--- config.mk ---
export PLATFORM = sky130hd
export DESIGN_NAME = ultrasonido_sched
export DESIGN_NICKNAME = d
export VERILOG_FILES = /design/src/rtl/ultrasonido_sched_pkg.sv /design/src/rtl/ultrasonido_sched_echo_sync_edge.sv /design/src/rtl/ultrasonido_sched.sv
export SDC_FILE = /design/constraint.sdc
export NUM_CORES = 1
export LEC_CHECK = 0
export ABC_CLOCK_PERIOD_IN_PS = 2350
export CAP_MARGIN = 20
export CORE_MARGIN = 5
export CORE_UTILIZATION = 57
export DETAILED_ROUTE_END_ITERATION = 7
export HOLD_SLACK_MARGIN = 0.1
export PLACE_DENSITY = 0.85
export SLEW_MARGIN = 20
export SYNTH_ARGS = -nofsm -noshare
export SYNTH_HDL_FRONTEND = slang
export SYNTH_SLANG_ARGS = --single-unit
--- constraint.sdc ---
create_clock -name clk -period 2.35 [get_ports clk]
set_input_delay 0.3525 -clock clk [delete_from_list [all_inputs] [get_ports clk]]
set_output_delay 0.3525 -clock clk [all_outputs]
set_load 0.01 [all_outputs]
--- src/rtl/ultrasonido_sched_pkg.sv ---
// Shared FSM encodings, 50 MHz timing defaults and elaboration helpers
// for the ultrasonic sensor scheduler.
package ultrasonido_sched_pkg;

    localparam logic [2:0] ST_IDLE      = 3'd0;
    localparam logic [2:0] ST_TRIG      = 3'd1;
    localparam logic [2:0] ST_WAIT_RISE = 3'd2;
    localparam logic [2:0] ST_MEASURE   = 3'd3;
    localparam logic [2:0] ST_PUBLISH   = 3'd4;
    localparam logic [2:0] ST_GAP       = 3'd5;

    localparam int unsigned DEF_N_SENS      = 2;
    localparam int unsigned DEF_CNT_W       = 22;
    localparam int unsigned DEF_TRIG_CYC    = 500;
    localparam int unsigned DEF_TIMEOUT_CYC = 1500000;
    localparam int unsigned DEF_GAP_CYC     = 3000000;
    localparam int unsigned DEF_THRESH      = 15000;

    function automatic int unsigned clog2(input int unsigned value);
        int unsigned width;
        width = 0;
        while ((width < 32) && ((64'd1 << width) < 64'(value)))
            width = width + 1;
        return width;
    endfunction

    function automatic int unsigned max3(input int unsigned a, input int unsigned b,
                                         input int unsigned c);
        int unsigned m;
        m = (a > b) ? a : b;
        return (m > c) ? m : c;
    endfunction

endpackage

--- src/rtl/ultrasonido_sched_echo_sync_edge.sv ---
// Two-flop synchronizer for one echo line with registered edge pulses that
// line up with the first cycle the synchronized level shows the new value.
module echo_sync_edge (
    input  logic clk,
    input  logic reset,
    input  logic echo,
    output logic sync,
    output logic rise,
    output logic fall
);

    logic meta;

    always_ff @(posedge clk or negedge reset) begin
        if (!reset) begin
            meta <= 1'b0;
            sync <= 1'b0;
            rise <= 1'b0;
            fall <= 1'b0;
        end else begin
            meta <= echo;
            sync <= meta;
            rise <= meta & ~sync;
            fall <= ~meta & sync;
        end
    end

endmodule

--- src/rtl/ultrasonido_sched.sv ---
// Round-robin scheduler sharing one echo-width timer among N_SENS ultrasonic
// sensors: trigger, time the echo (with timeout), publish, then quiet gap.
module ultrasonido_sched
    import ultrasonido_sched_pkg::*;
#(
    parameter int unsigned N_SENS      = DEF_N_SENS,
    parameter int unsigned CNT_W       = DEF_CNT_W,
    parameter int unsigned TRIG_CYC    = DEF_TRIG_CYC,
    parameter int unsigned TIMEOUT_CYC = DEF_TIMEOUT_CYC,
    parameter int unsigned GAP_CYC     = DEF_GAP_CYC,
    parameter int unsigned THRESH      = DEF_THRESH,
    localparam int unsigned ID_W       = (N_SENS > 1) ? clog2(N_SENS) : 1
) (
    input  logic                    clk,
    input  logic                    reset,
    input  logic                    enable,
    input  logic [N_SENS-1:0]       echo,
    output logic [N_SENS-1:0]       trigger,
    output logic [N_SENS*CNT_W-1:0] dist_cnt,
    output logic                    res_valid,
    output logic [ID_W-1:0]         res_id,
    output logic                    res_tmo,
    output logic [N_SENS-1:0]       near
);

    localparam int unsigned TMR_W = clog2(max3(TRIG_CYC, TIMEOUT_CYC, GAP_CYC) + 1);

    logic [N_SENS-1:0] echo_s;
    logic [N_SENS-1:0] echo_rise;
    logic [N_SENS-1:0] echo_fall;

    logic [2:0]       state;
    logic [2:0]       state_d;
    logic             tmo_hit;
    logic [ID_W-1:0]  idx;
    logic [ID_W-1:0]  idx_next;
    logic [ID_W-1:0]  trig_idx;
    logic [TMR_W-1:0] tmr;
    logic [CNT_W-1:0] wcnt;
    logic             sel_sync;
    logic             sel_rise;
    logic             sel_fall;

    for (genvar i = 0; i < N_SENS; i++) begin : g_sync
        echo_sync_edge u_sync (
            .clk   (clk),
            .reset (reset),
            .echo  (echo[i]),
            .sync  (echo_s[i]),
            .rise  (echo_rise[i]),
            .fall  (echo_fall[i])
        );
    end

    // Only the sensor owning the current slot is ever observed.
    assign sel_sync = echo_s[idx];
    assign sel_rise = echo_rise[idx];
    assign sel_fall = echo_fall[idx];
    assign idx_next = (idx == ID_W'(N_SENS - 1)) ? '0 : idx + ID_W'(1);
    assign trig_idx = (state == ST_GAP) ? idx_next : idx;

    always_ff @(posedge clk or negedge reset) begin
        if (!reset) state <= ST_IDLE;
        else        state <= state_d;
    end

    // Next state; timeout takes priority over an edge seen in the same cycle.
    always_comb begin
        state_d = state;
        tmo_hit = 1'b0;
        case (state)
            ST_IDLE: begin
                if (enable) state_d = ST_TRIG;
            end
            ST_TRIG: begin
                if (tmr == TMR_W'(TRIG_CYC)) state_d = ST_WAIT_RISE;
            end
            ST_WAIT_RISE: begin
                if (tmr == TMR_W'(TIMEOUT_CYC)) begin
                    state_d = ST_PUBLISH;
                    tmo_hit = 1'b1;
                end else if (sel_rise) begin
                    state_d = ST_MEASURE;
                end
            end
            ST_MEASURE: begin
                if (tmr == TMR_W'(TIMEOUT_CYC)) begin
                    state_d = ST_PUBLISH;
                    tmo_hit = 1'b1;
                end else if (sel_fall) begin
                    state_d = ST_PUBLISH;
                end
            end
            ST_PUBLISH: begin
                state_d = ST_GAP;
            end
            ST_GAP: begin
                if (tmr == TMR_W'(GAP_CYC)) state_d = enable ? ST_TRIG : ST_IDLE;
            end
            default: begin
                state_d = ST_IDLE;
            end
        endcase
    end

    // Phase timer restarts on every state change except WAIT_RISE->MEASURE,
    // so one count covers the whole timeout window.
    always_ff @(posedge clk or negedge reset) begin
        if (!reset) begin
            tmr  <= '0;
            wcnt <= '0;
            idx  <= '0;
        end else begin
            if ((state_d != state) && (state_d != ST_MEASURE))
                tmr <= TMR_W'(1);
            else if (state != ST_IDLE)
                tmr <= tmr + TMR_W'(1);

            if ((state == ST_WAIT_RISE) && (state_d == ST_MEASURE))
                wcnt <= CNT_W'(1);
            else if ((state == ST_MEASURE) && sel_sync && (wcnt != '1))
                wcnt <= wcnt + CNT_W'(1);

            if ((state == ST_GAP) && (state_d != ST_GAP))
                idx <= idx_next;
        end
    end

    always_ff @(posedge clk or negedge reset) begin
        if (!reset) begin
            trigger   <= '0;
            res_valid <= 1'b0;
            res_id    <= '0;
            res_tmo   <= 1'b0;
            dist_cnt  <= '0;
            near      <= '0;
        end else begin
            trigger   <= (state_d == ST_TRIG) ? (N_SENS'(1) << trig_idx) : '0;
            res_valid <= (state_d == ST_PUBLISH);
            if (state_d == ST_PUBLISH) begin
                res_id  <= idx;
                res_tmo <= tmo_hit;
                dist_cnt[int'(idx)*CNT_W +: CNT_W] <= tmo_hit ? '1 : wcnt;
                near[idx] <= !tmo_hit && (wcnt < CNT_W'(THRESH));
            end
        end
    end

endmodule

==> key figures, run 1 <==
Setup path
  – CP max FO: 10
  – Critical path class: register to register
  – Max incr delay on CP: 0.52 ns
  – Crit start category: register
  – Worst Path Arrival: 2.54 ns
  – Data required time of the worst path: 2.65 ns
  – CP endpoint kind: register
  – Crit-path cells: and4_1, nand4b_4, or2_1, or4_1, a21oi_1
  – Crit-path slowest cell: or4_1

Global routing
  – Largest net degree at the start of global routing: 49
  – GR Overflow Total: 0
  – Initial antenna violation count: 0
  – Via count of the first global-routing pass: 4007
  – Gr usage total: 22.1%
  – First-pass GRT wire length: 20300 um

Drt
  – DR vias: 3958
  – First DRT Iteration DRCs: 326
  – Post-DR vias/cell: 6.15
  – Antenna viol nets, final: 0
  – Router iterations before antenna repair: 5
  – DRC viols: 0
  – Final wirelength: 12100 um
  – Drt wl/cell: 18.8 um

Logic synthesis
  – Flops & latches, synth: 107
  – Synth warn: 0
  – Top cells by count, synth: 107 x dfrtp_1, 38 x nor2_1, 26 x mux2_2, 26 x nand2b_1, 21 x nand4_1
  – Number of synthesized flops with an enable pin: 0
  – Number of distinct library cells after synthesis: 54
  – Asr flop ratio synth: 100%
  – Main area contributors after synthesis: dfrtp_1 51%, mux2_2 5.6%, mux2_4 5.4%, nand2b_1 3.1%, xor2_1 3.0%
  – Post-Syn Area: 0.00524 mm2
  – Cell taking the most area after synthesis: dfrtp_1
  – Mapped Nets: 472
  – Mean Syn Cell Area: 11.3 um2
  – Top-count cell post-synth: dfrtp_1
  – Post-synthesis sequential area ratio: 51.1%
  – Synth top area share: 51.1%
  – Synth Flop Type: dfrtp_1
  – Synth Instances: 464

Finish
  – Fin nets: 536
  – Number of antenna diodes: 0
  – Finished Cell Area: 0.00628 mm2
  – Layout area overhead: 19.8%
  – Filler instances: 661
  – Multi-input gate area: 0.00241 mm2
  – Fin cells: 644
  – Share of cells above drive strength 1: 17.6%
  – Register area: 0.00268 mm2

Clock network
  – Clock Latency Late Sink: 0.37 ns
  – Setup bufs post-CTS: 0
  – Root buf cell: clkbuf_8
  – CTS max path bufs: 2
  – Clock-pin transition on the worst setup and hold timing paths: 0.11 ns
  – H-tree Lvls: 3
  – CTS tree: done
  – CTS sink cnt: 107
  – CTS Buf Count: 9

STA
  – Final worst setup slack: 0.110 ns
  – Final hold viol count: 0
  – Minimum clock period: 2.24 ns
  – Fin. max-slew vios: 0
  – Rel. slew slack: 58.2%
  – Worst slew pin tran: 0.626 ns
  – Final setup vio count: 0
  – Fmax: 0.446 GHz
  – Fin crit share: 95.3%
  – Clock Skew: 0.0176 ns

Floorplanning
  – Io pins: 56
  – DIE AREA: 0.0112 mm2
  – Die Ht: 106 um
  – Initial core utilization: 57.5%
  – Rows: 35
  – Core box area: 0.00911 mm2
  – Die width: 106 um

Placement
  – Pre-CTS WS: 0.0467 ns
  – Dpl hpwl: 8230 um
  – IO Port Bufs: 55
  – Final RePlAce weighted congestion: 0.929
  – Dpl cells: 626
  – DP Area: 0.00599 mm2

Power and ir drop
  – LEAKAGE: 2.90 nW
  – Pwr/cell area: 586 mW/mm2
  – Maximum vdd drop: 292 uV

Job
  – Max cap viols: 0

Status
  – Outcome: finished, final reports clean

Hold path
  – Min-Delay Path Class: input pin to register
## layout by cell type, fill, tap and decap left out, types with 9 or more instances in the layout
cell	instances
dfrtp_1	107
clkdlybuf4s50_1	54
nor2_1	37
nand2b_1	26
mux2_2	26
nand4_1	21
nand2_1	20
nor3_1	20
mux2_4	19
xor2_1	18
xnor2_1	17
nand3_1	15
buf_4	15
a21oi_1	11
inv_1	9
clkbuf_8	9
## power by group
| group | internal, W | switching (W) | total, W |
|---|---|---|---|
| sequential | 0.00190 | 0.0000671 | 0.00196 |
| clock | 0.000711 | 0.000639 | 0.00135 |
| combinational | 0.000156 | 0.000208 | 0.000364 |
## logic make-up after synthesis
kind of cell | after synthesis | share of synthesized area [%]
AO/OA/AOI/OAI | 39 | 5.11
XOR/XNOR | 35 | 5.85
adder cells (fa/ha/maj) | 3 | 0.717
buffers and inverters | 33 | 3.25
flip-flops | 107 | 51.1
multiplexers | 52 | 12.4
AND/OR/NAND/NOR | 195 | 21.6
## critical path: cells and delay by family (launching register included)
family / cells / cell delay, ns
AO/OA/AOI/OAI: 1 / 0.17
flip-flops: 1 / 0.51
AND/OR/NAND/NOR: 4 / 1.50
## state kept, by name, indices dropped and copies added, names as in the netlist, 3 cells and up
signal / count
state: 3
dist_cnt: 44
wcnt: 22
tmr: 22
## through the flow
step / hold WS [ns] / power (W) / setup TNS [ns] / util [%]
after floorplan: 0.0569 / 0.00218 / 0 / -
after global placement: 0.399 / 0.00230 / 0 / 65.8
after CTS: 0.422 / 0.00366 / 0 / 68.5
final: 0.435 / 0.00368 / 0 / 68.9
after detailed placement: 0.410 / 0.00233 / 0 / 65.8
after global routing: 0.422 / 0.00381 / -0.199 / 68.9
## per-layer routing
layer  global-route usage (%)  vias to the layer above  part of all wire [%]
met4                     5.92                        0                   1.9
met2                     36.2                      173                    49
met1                     30.6                     1971                    44
met3                     3.98                       27                   5.6
li1                         -                     1787                     -
met5                        0                        -                     0
## final timing paths
path                                                  from                         endpoint  slack, ns  cells after the start
setup / recovery                       wcnt[3]$_DFFE_PN0P_             wcnt[19]$_DFFE_PN0P_       0.11                      5
hold / removal                                     echo[0]  g_sync[0].u_sync.meta$_DFF_PN0_       0.43                      1
setup reg to reg                       wcnt[3]$_DFFE_PN0P_             wcnt[19]$_DFFE_PN0P_       0.11                      5
hold reg to reg            g_sync[0].u_sync.sync$_DFF_PN0_  g_sync[0].u_sync.rise$_DFF_PN0_       0.45                      1
max in group asynchronous                            reset             wcnt[16]$_DFFE_PN0P_       1.11                      3
min in group asynchronous                            reset         dist_cnt[14]$_DFFE_PN0P_       0.52                      2
## what timing repair did
item / CTS / global route
setup endpoints to repair: 0 / 22
gates resized for setup: 0 / 8
hold buffers: 1 / 0
hold endpoints to repair: 46 / 0
## cell type report
type                    count  share of cell area, %
clock buffers              10                   2.03
clock inverters             6                   1.77
inverters                   9                  0.538
multi-input cells         324                   38.4
flip-flops and latches    107                   42.7
well taps                 111                   2.21
repair buffers             77                   12.4
Power figures use the tool's default switching activity.
==> run 2, diff against run 1 <==
--- a/config.mk
+++ b/config.mk
@@ -11,8 +11,10 @@
 export CORE_UTILIZATION = 57
 export DETAILED_ROUTE_END_ITERATION = 7
 export HOLD_SLACK_MARGIN = 0.1
+export MAX_ROUTING_LAYER = met4
 export PLACE_DENSITY = 0.85
 export SLEW_MARGIN = 20
 export SYNTH_ARGS = -nofsm -noshare
 export SYNTH_HDL_FRONTEND = slang
 export SYNTH_SLANG_ARGS = --single-unit
+export TNS_END_PERCENT = 100
==> key figures, run 2 (synthesis results as in run 1) <==
STA
  – Setup TNS: 0 ns (unchanged)
  – Worst slew pin tran: 0.577 ns (-0.0497 ns)
  – Minimum clock period: 2.26 ns (+0.0161 ns)
  – Rel. slew slack: 60.6% (+2.3 points)
  – Fmax: 0.443 GHz (-0.72%)
  – Final hold viol count: 0 (unchanged)
  – Fin. max-slew vios: 0 (unchanged)
  – Clock Skew: 0.0149 ns (-0.00265 ns)
  – Final setup vio count: 0 (unchanged)
  – Fin crit share: 96.0% (+0.69 points)

Setup path
  – Worst r2r path cells: 7 (+2)
  – Crit start category: register
  – Critical path class: register to register
  – CP endpoint kind: register
  – Critical Path End: tmr[19]$_DFFE_PN0P_
  – Max incr delay on CP: 0.51 ns (about the same)
  – Data required time of the worst path: 2.61 ns (-0.04 ns)
  – R2R Path Start: tmr[1]$_DFFE_PN0P_
  – Worst Path Arrival: 2.51 ns (-0.03 ns)
  – CP max FO: 13 (+3)
  – Crit-path cells: inv_1, ha_1, or4b_1, or2_2, nor4_4, buf_4, nor3_1
  – Worst Setup SP: tmr[1]$_DFFE_PN0P_
  – RR Endpoint: tmr[19]$_DFFE_PN0P_
  – R2R Setup Slk: 0.09 ns (-0.02 ns)
  – Crit-path slowest cell: or4b_1

Clock network
  – CTS tree: done
  – CTS Buf Count: 9 (unchanged)
  – Clock-pin transition on the worst setup and hold timing paths: 0.10 ns (about the same)
  – Clock Latency Late Sink: 0.37 ns (about the same)
  – Root buf cell: clkbuf_8
  – H-tree Lvls: 3 (unchanged)
  – CTS sink cnt: 107 (unchanged)
  – CTS max path bufs: 2 (unchanged)

Drt
  – First DRT Iteration DRCs: 215 (-34%)
  – DRC viols: 0 (unchanged)
  – DR vias: 3872 (-2.2%)
  – Final wirelength: 11500 um (-5.2%)
  – Post-DR vias/cell: 6.02 (-2.0%)
  – Drt wl/cell: 17.8 um (-5.0%)
  – Antenna viol nets, final: 0 (unchanged)
  – Router iterations before antenna repair: 5 (unchanged)

Global routing
  – First-pass GRT wire length: 19200 um (-5.0%)
  – Gr usage total: 21.8% (-0.32 points)
  – GR Overflow Total: 0 (unchanged)
  – Initial antenna violation count: 0 (unchanged)
  – Via count of the first global-routing pass: 3843 (-4.1%)
  – Largest net degree at the start of global routing: 51 (+4.1%)

Power and ir drop
  – Pwr/cell area: 542 mW/mm2 (-7.5%)
  – Maximum vdd drop: 289 uV (-0.98%)
  – Clk network pwr share: 31.0% (-5.7 points)
  – Total Power: 0.00336 W (-8.7%)
  – Internal: 0.00245 W (-11%)
  – Combinational Power Share: 10.8% (+0.9 points)
  – Sw frac: 27.0% (+2.1 points)
  – Seq pwr share: 58.2% (+4.8 points)
  – Switch Pwr: 0.000906 W (-0.87%)
  – LEAKAGE: 2.86 nW (-1.3%)

Placement
  – Dpl cells: 626 (unchanged)
  – IO Port Bufs: 55 (unchanged)
  – Dpl hpwl: 8130 um (-1.1%)
  – Final RePlAce weighted congestion: 0.897 (-3.4%)

Finish
  – Most common cell after layout, fill and taps aside: dfrtp_1
  – Layout area overhead: 18.2%
  – Top reg by flops: dist_cnt
  – Regs by FF count: dist_cnt x44, tmr x22, wcnt x22
  – Most frequent cells in the layout: 107 x dfrtp_1, 54 x clkdlybuf4s50_1, 37 x nor2_1
  – Share of cells above drive strength 1: 17.3% (-0.34 points)
  – Max reg flops: 44 (unchanged)
  – Number of antenna diodes: 0 (unchanged)
  – Fin cells: 643 (-0.16%)
  – Fin nets: 535 (-0.19%)

Floorplanning
  – Initial core utilization: 57.5% (unchanged)
  – DIE AREA: 0.0112 mm2 (unchanged)
  – Io pins: 56 (unchanged)
  – Die width: 106 um (unchanged)
  – Die Ht: 106 um (unchanged)
  – Rows: 35 (unchanged)
  – Core box area: 0.00911 mm2 (unchanged)

Status
  – Outcome: finished, final reports clean

Job
  – Max cap viols: 0 (unchanged)

Hold path
  – Min-Delay Path Class: input pin to register
-- run 2: power groups by stage --
stage / logic, W / registers [W] / clock network (W)
floorplan: 0.000193 / 0.00199 / 0
CTS: 0.000355 / 0.00195 / 0.00107
global route: 0.000413 / 0.00196 / 0.00115
finish: 0.000363 / 0.00195 / 0.00104
global placement: 0.000326 / 0.00198 / 0
detailed placement: 0.000354 / 0.00198 / 0
-- run 2: final cells by class --
cell class              instances  area (um2)
flip-flops and latches        107        2680
clock buffers                  10         128
clock inverters                 6        47.5
multi-input cells             324        2420
inverters                       9        33.8
well taps                     111         139
fillers                       704        2910
repair buffers                 76         753
-- run 2: through the flow --
step | cell area (um2) | worst slack (ns) | util (%) | hold slack, ns
final | 6190 | 0.0938 | 68.0 | 0.415
after global placement | 5980 | 0.224 | 65.6 | 0.343
after floorplan | 5240 | 0.206 | - | 0.0569
after detailed placement | 5980 | 0.0482 | 65.6 | 0.355
after CTS | 6160 | 0.0204 | 67.7 | 0.405
after global routing | 6190 | -0.0126 | 68.0 | 0.402
-- run 2: worst min-delay path by stage --
| stage | from | endpoint | slack, ns | cells after the start |
|---|---|---|---|---|
| 2_1_floorplan | reset | dist_cnt[0]$_DFFE_PN0P_ | 0.06 | 0 |
| 3_3_place_gp | reset | res_valid$_DFF_PN0_ | 0.34 | 1 |
| 3_5_place_dp | reset | res_id$_DFFE_PN0P_ | 0.35 | 1 |
| 4_1_cts | echo[0] | g_sync[0].u_sync.meta$_DFF_PN0_ | 0.40 | 1 |
| 5_1_grt | echo[0] | g_sync[0].u_sync.meta$_DFF_PN0_ | 0.40 | 1 |
| 6_report | echo[0] | g_sync[0].u_sync.meta$_DFF_PN0_ | 0.41 | 1 |
-- run 2: per-layer routing --
metal / vias up / share of wire, % / track usage [%] / wire (um)
met5: - / 0 / - / 0
met4: 0 / 1.8 / 7.96 / 207
met3: 17 / 4.4 / 3.18 / 507
li1: 1785 / - / - / -
met1: 1929 / 45 / 29.9 / 5200
met2: 141 / 48 / 33.3 / 5540
-- run 2: repair_timing --
| action | 4_1_cts | 5_1_grt |
|---|---|---|
| hold buffers | 1 | 0 |
| buffers inserted | 0 | 0 |
| resized for setup | 0 | 5 |
| endpoints found under the hold margin | 35 | 0 |
| setup endpoints to repair | 0 | 27 |
-- run 2: worst max-delay path: cells and delay by family, from the launching register on --
kind          cells  cell delay [ns]
simple gates      4             1.22
flops             1             0.44
fa+ha+maj         1             0.15
buf+inv           2             0.34
==> run 3, diff against run 2 <==
--- a/config.mk
+++ b/config.mk
@@ -7,6 +7,7 @@
 export LEC_CHECK = 0
 export ABC_CLOCK_PERIOD_IN_PS = 2350
 export CAP_MARGIN = 20
+export CORE_ASPECT_RATIO = 1.5
 export CORE_MARGIN = 5
 export CORE_UTILIZATION = 57
 export DETAILED_ROUTE_END_ITERATION = 7
==> key figures, run 3 (synthesis results as in run 1) <==
Placement
  – Final RePlAce weighted congestion: 0.927 (+3.3%)
  – IO Port Bufs: 55 (unchanged)
  – Dpl hpwl: 8270 um (+1.7%)
  – Dpl cells: 626 (unchanged)
  – DP Area: 0.00596 mm2 (-0.31%)

Clock network
  – CTS sink cnt: 107 (unchanged)
  – Clock-pin transition on the worst setup and hold timing paths: 0.07 ns (-0.03 ns)
  – Root buf cell: clkbuf_16
  – Setup bufs post-CTS: 0 (unchanged)
  – CTS Buf Count: 9 (unchanged)
  – CTS max path bufs: 2 (unchanged)
  – CTS tree: done
  – H-tree Lvls: 3 (unchanged)
  – Clock Latency Late Sink: 0.35 ns (-0.02 ns)

Drt
  – DR vias: 3879 (+0.18%)
  – Highest metal used: met4
  – Final wirelength: 11500 um (+0.69%)
  – DRC viols: 0 (unchanged)
  – Met2 wire length: 6440 um (+16%)
  – Routed met1 length: 4430 um (-15%)
  – First DRT Iteration DRCs: 210 (-2.3%)
  – Routed wl met3: 455 um (-10%)
  – Post-DR vias/cell: 6.02 (about the same)
  – Router iterations before antenna repair: 5 (unchanged)
  – Antenna viol nets, final: 0 (unchanged)
  – Drt wl/cell: 17.9 um (+0.53%)

Finish
  – Layout area overhead: 20.3%
  – Max reg flops: 44 (unchanged)
  – Finished Cell Area: 0.00630 mm2 (+1.8%)
  – Most common cell after layout, fill and taps aside: dfrtp_1
  – Regs by FF count: dist_cnt x44, tmr x22, wcnt x22
  – Final core utilization: 68.9% (+0.92 points)
  – Fin cells: 644 (+0.16%)
  – Most frequent cells in the layout: 107 x dfrtp_1, 54 x clkdlybuf4s50_1, 37 x nor2_1
  – Top reg by flops: dist_cnt
  – Fin nets: 535 (unchanged)
  – Number of antenna diodes: 0 (unchanged)
  – Share of cells above drive strength 1: 16.7% (-0.56 points)

STA
  – Worst slew pin tran: 0.555 ns (-0.0217 ns)
  – Final hold viol count: 0 (unchanged)
  – Final setup vio count: 0 (unchanged)
  – Clock Skew: 0.00837 ns (-0.00653 ns)
  – Setup TNS: 0 ns (unchanged)
  – Fin crit share: 96.0% (about the same)
  – Minimum clock period: 2.26 ns (-0.000506 ns)
  – RSZ-0062 raised after global routing: no
  – Rel. slew slack: 63.0% (+2.4 points)
  – Fin. max-slew vios: 0 (unchanged)
  – Fmax: 0.443 GHz (about the same)
  – WHS: 0.396 ns (-0.0189 ns)

Setup path
  – Top delay family on crit path: simple AND/OR/NAND/NOR gates
  – CP endpoint kind: register
  – Crit-path cells: and4bb_1, nand4_1, o22a_1, or3_1, buf_4, mux2_4
  – Worst path bufs/invs: 1 (-1)
  – Crit-path slowest cell: dfrtp_1
  – Critical path class: register to register
  – Crit start category: register
  – Data required time of the worst path: 2.58 ns (-0.03 ns)
  – CP max FO: 8 (-5)
  – R2R Setup Slk: 0.09 ns (about the same)
  – Max incr delay on CP: 0.47 ns (-0.04 ns)
  – Worst Path Arrival: 2.49 ns (-0.02 ns)

Power and ir drop
  – LEAKAGE: 2.91 nW (+1.7%)
  – Pwr/cell area: 600 mW/mm2 (+11%)
  – Maximum vdd drop: 410 uV (+42%)

Floorplanning
  – Die width: 88.3 um (-17%)
  – Io pins: 56 (unchanged)
  – Core box area: 0.00915 mm2 (+0.41%)
  – Initial core utilization: 57.3% (-0.24 points)
  – Die Ht: 127 um (+20%)
  – DIE AREA: 0.0112 mm2 (+0.35%)
  – Rows: 43 (+23%)

Job
  – Max cap viols: 0 (unchanged)

Global routing
  – First-pass GRT wire length: 19700 um (+2.2%)
  – Initial antenna violation count: 0 (unchanged)
  – GR Overflow Total: 0 (unchanged)
  – Largest net degree at the start of global routing: 44 (-14%)
  – Gr usage total: 22.8% (+0.97 points)
  – Via count of the first global-routing pass: 4081 (+6.2%)

Hold path
  – Min-Delay Path Class: register to register

Status
  – Outcome: finished, final reports clean
-- run 3: where the power goes --
part           internal (W)  switching (W)  total (W)
clock network      0.000855       0.000631    0.00149
logic              0.000139       0.000184   0.000323
registers           0.00190      0.0000739    0.00197
-- run 3: layout make-up --
| cell class | instances | area [um2] |
|---|---|---|
| clock buffer | 14 | 254 |
| clock inverter | 2 | 35.0 |
| inverter | 9 | 33.8 |
| multi-input combinational | 324 | 2420 |
| fill | 657 | 2840 |
| tap | 112 | 140 |
| timing repair buffer | 76 | 748 |
| sequential | 107 | 2680 |
-- run 3: stage by stage --
step / power, W / setup slack (ns)
6_report: 0.00378 / 0.0943
5_1_grt: 0.00394 / 0.00478
4_1_cts: 0.00380 / 0.0393
3_5_place_dp: 0.00231 / 0.0543
3_3_place_gp: 0.00229 / 0.190
2_1_floorplan: 0.00218 / 0.206
-- run 3: worst register-to-register path: stages (launching register included) --
cell      delay (ns)
dfrtp_1         0.47
and4bb_1        0.34
nand4_1         0.16
o22a_1          0.24
or3_1           0.40
buf_4           0.21
mux2_4          0.32
-- run 3: what timing repair did --
| action | in CTS | in global routing |
|---|---|---|
| endpoints found under the setup margin | 0 | 36 |
| hold buffers | 1 | 0 |
| gates resized for setup | 0 | 9 |
| endpoints found under the hold margin | 40 | 0 |
-- run 3: worst paths after layout --
check,to,cells after the start,startpoint
max,dist_cnt[7]$_DFFE_PN0P_,6,tmr[2]$_DFFE_PN0P_
min,g_sync[1].u_sync.sync$_DFF_PN0_,0,g_sync[1].u_sync.meta$_DFF_PN0_
max reg2reg,dist_cnt[7]$_DFFE_PN0P_,6,tmr[2]$_DFFE_PN0P_
min reg2reg,g_sync[1].u_sync.sync$_DFF_PN0_,0,g_sync[1].u_sync.meta$_DFF_PN0_
max in group asynchronous,dist_cnt[24]$_DFFE_PN0P_,3,reset
min in group asynchronous,dist_cnt[8]$_DFFE_PN0P_,2,reset
-- run 3: per-layer routing --
layer / global-route usage (%) / vias to the layer above
li1: - / 1785
met1: 26.0 / 1976
met2: 39.6 / 103
met3: 4.13 / 15
met4: 7.92 / 0
met5: - / -
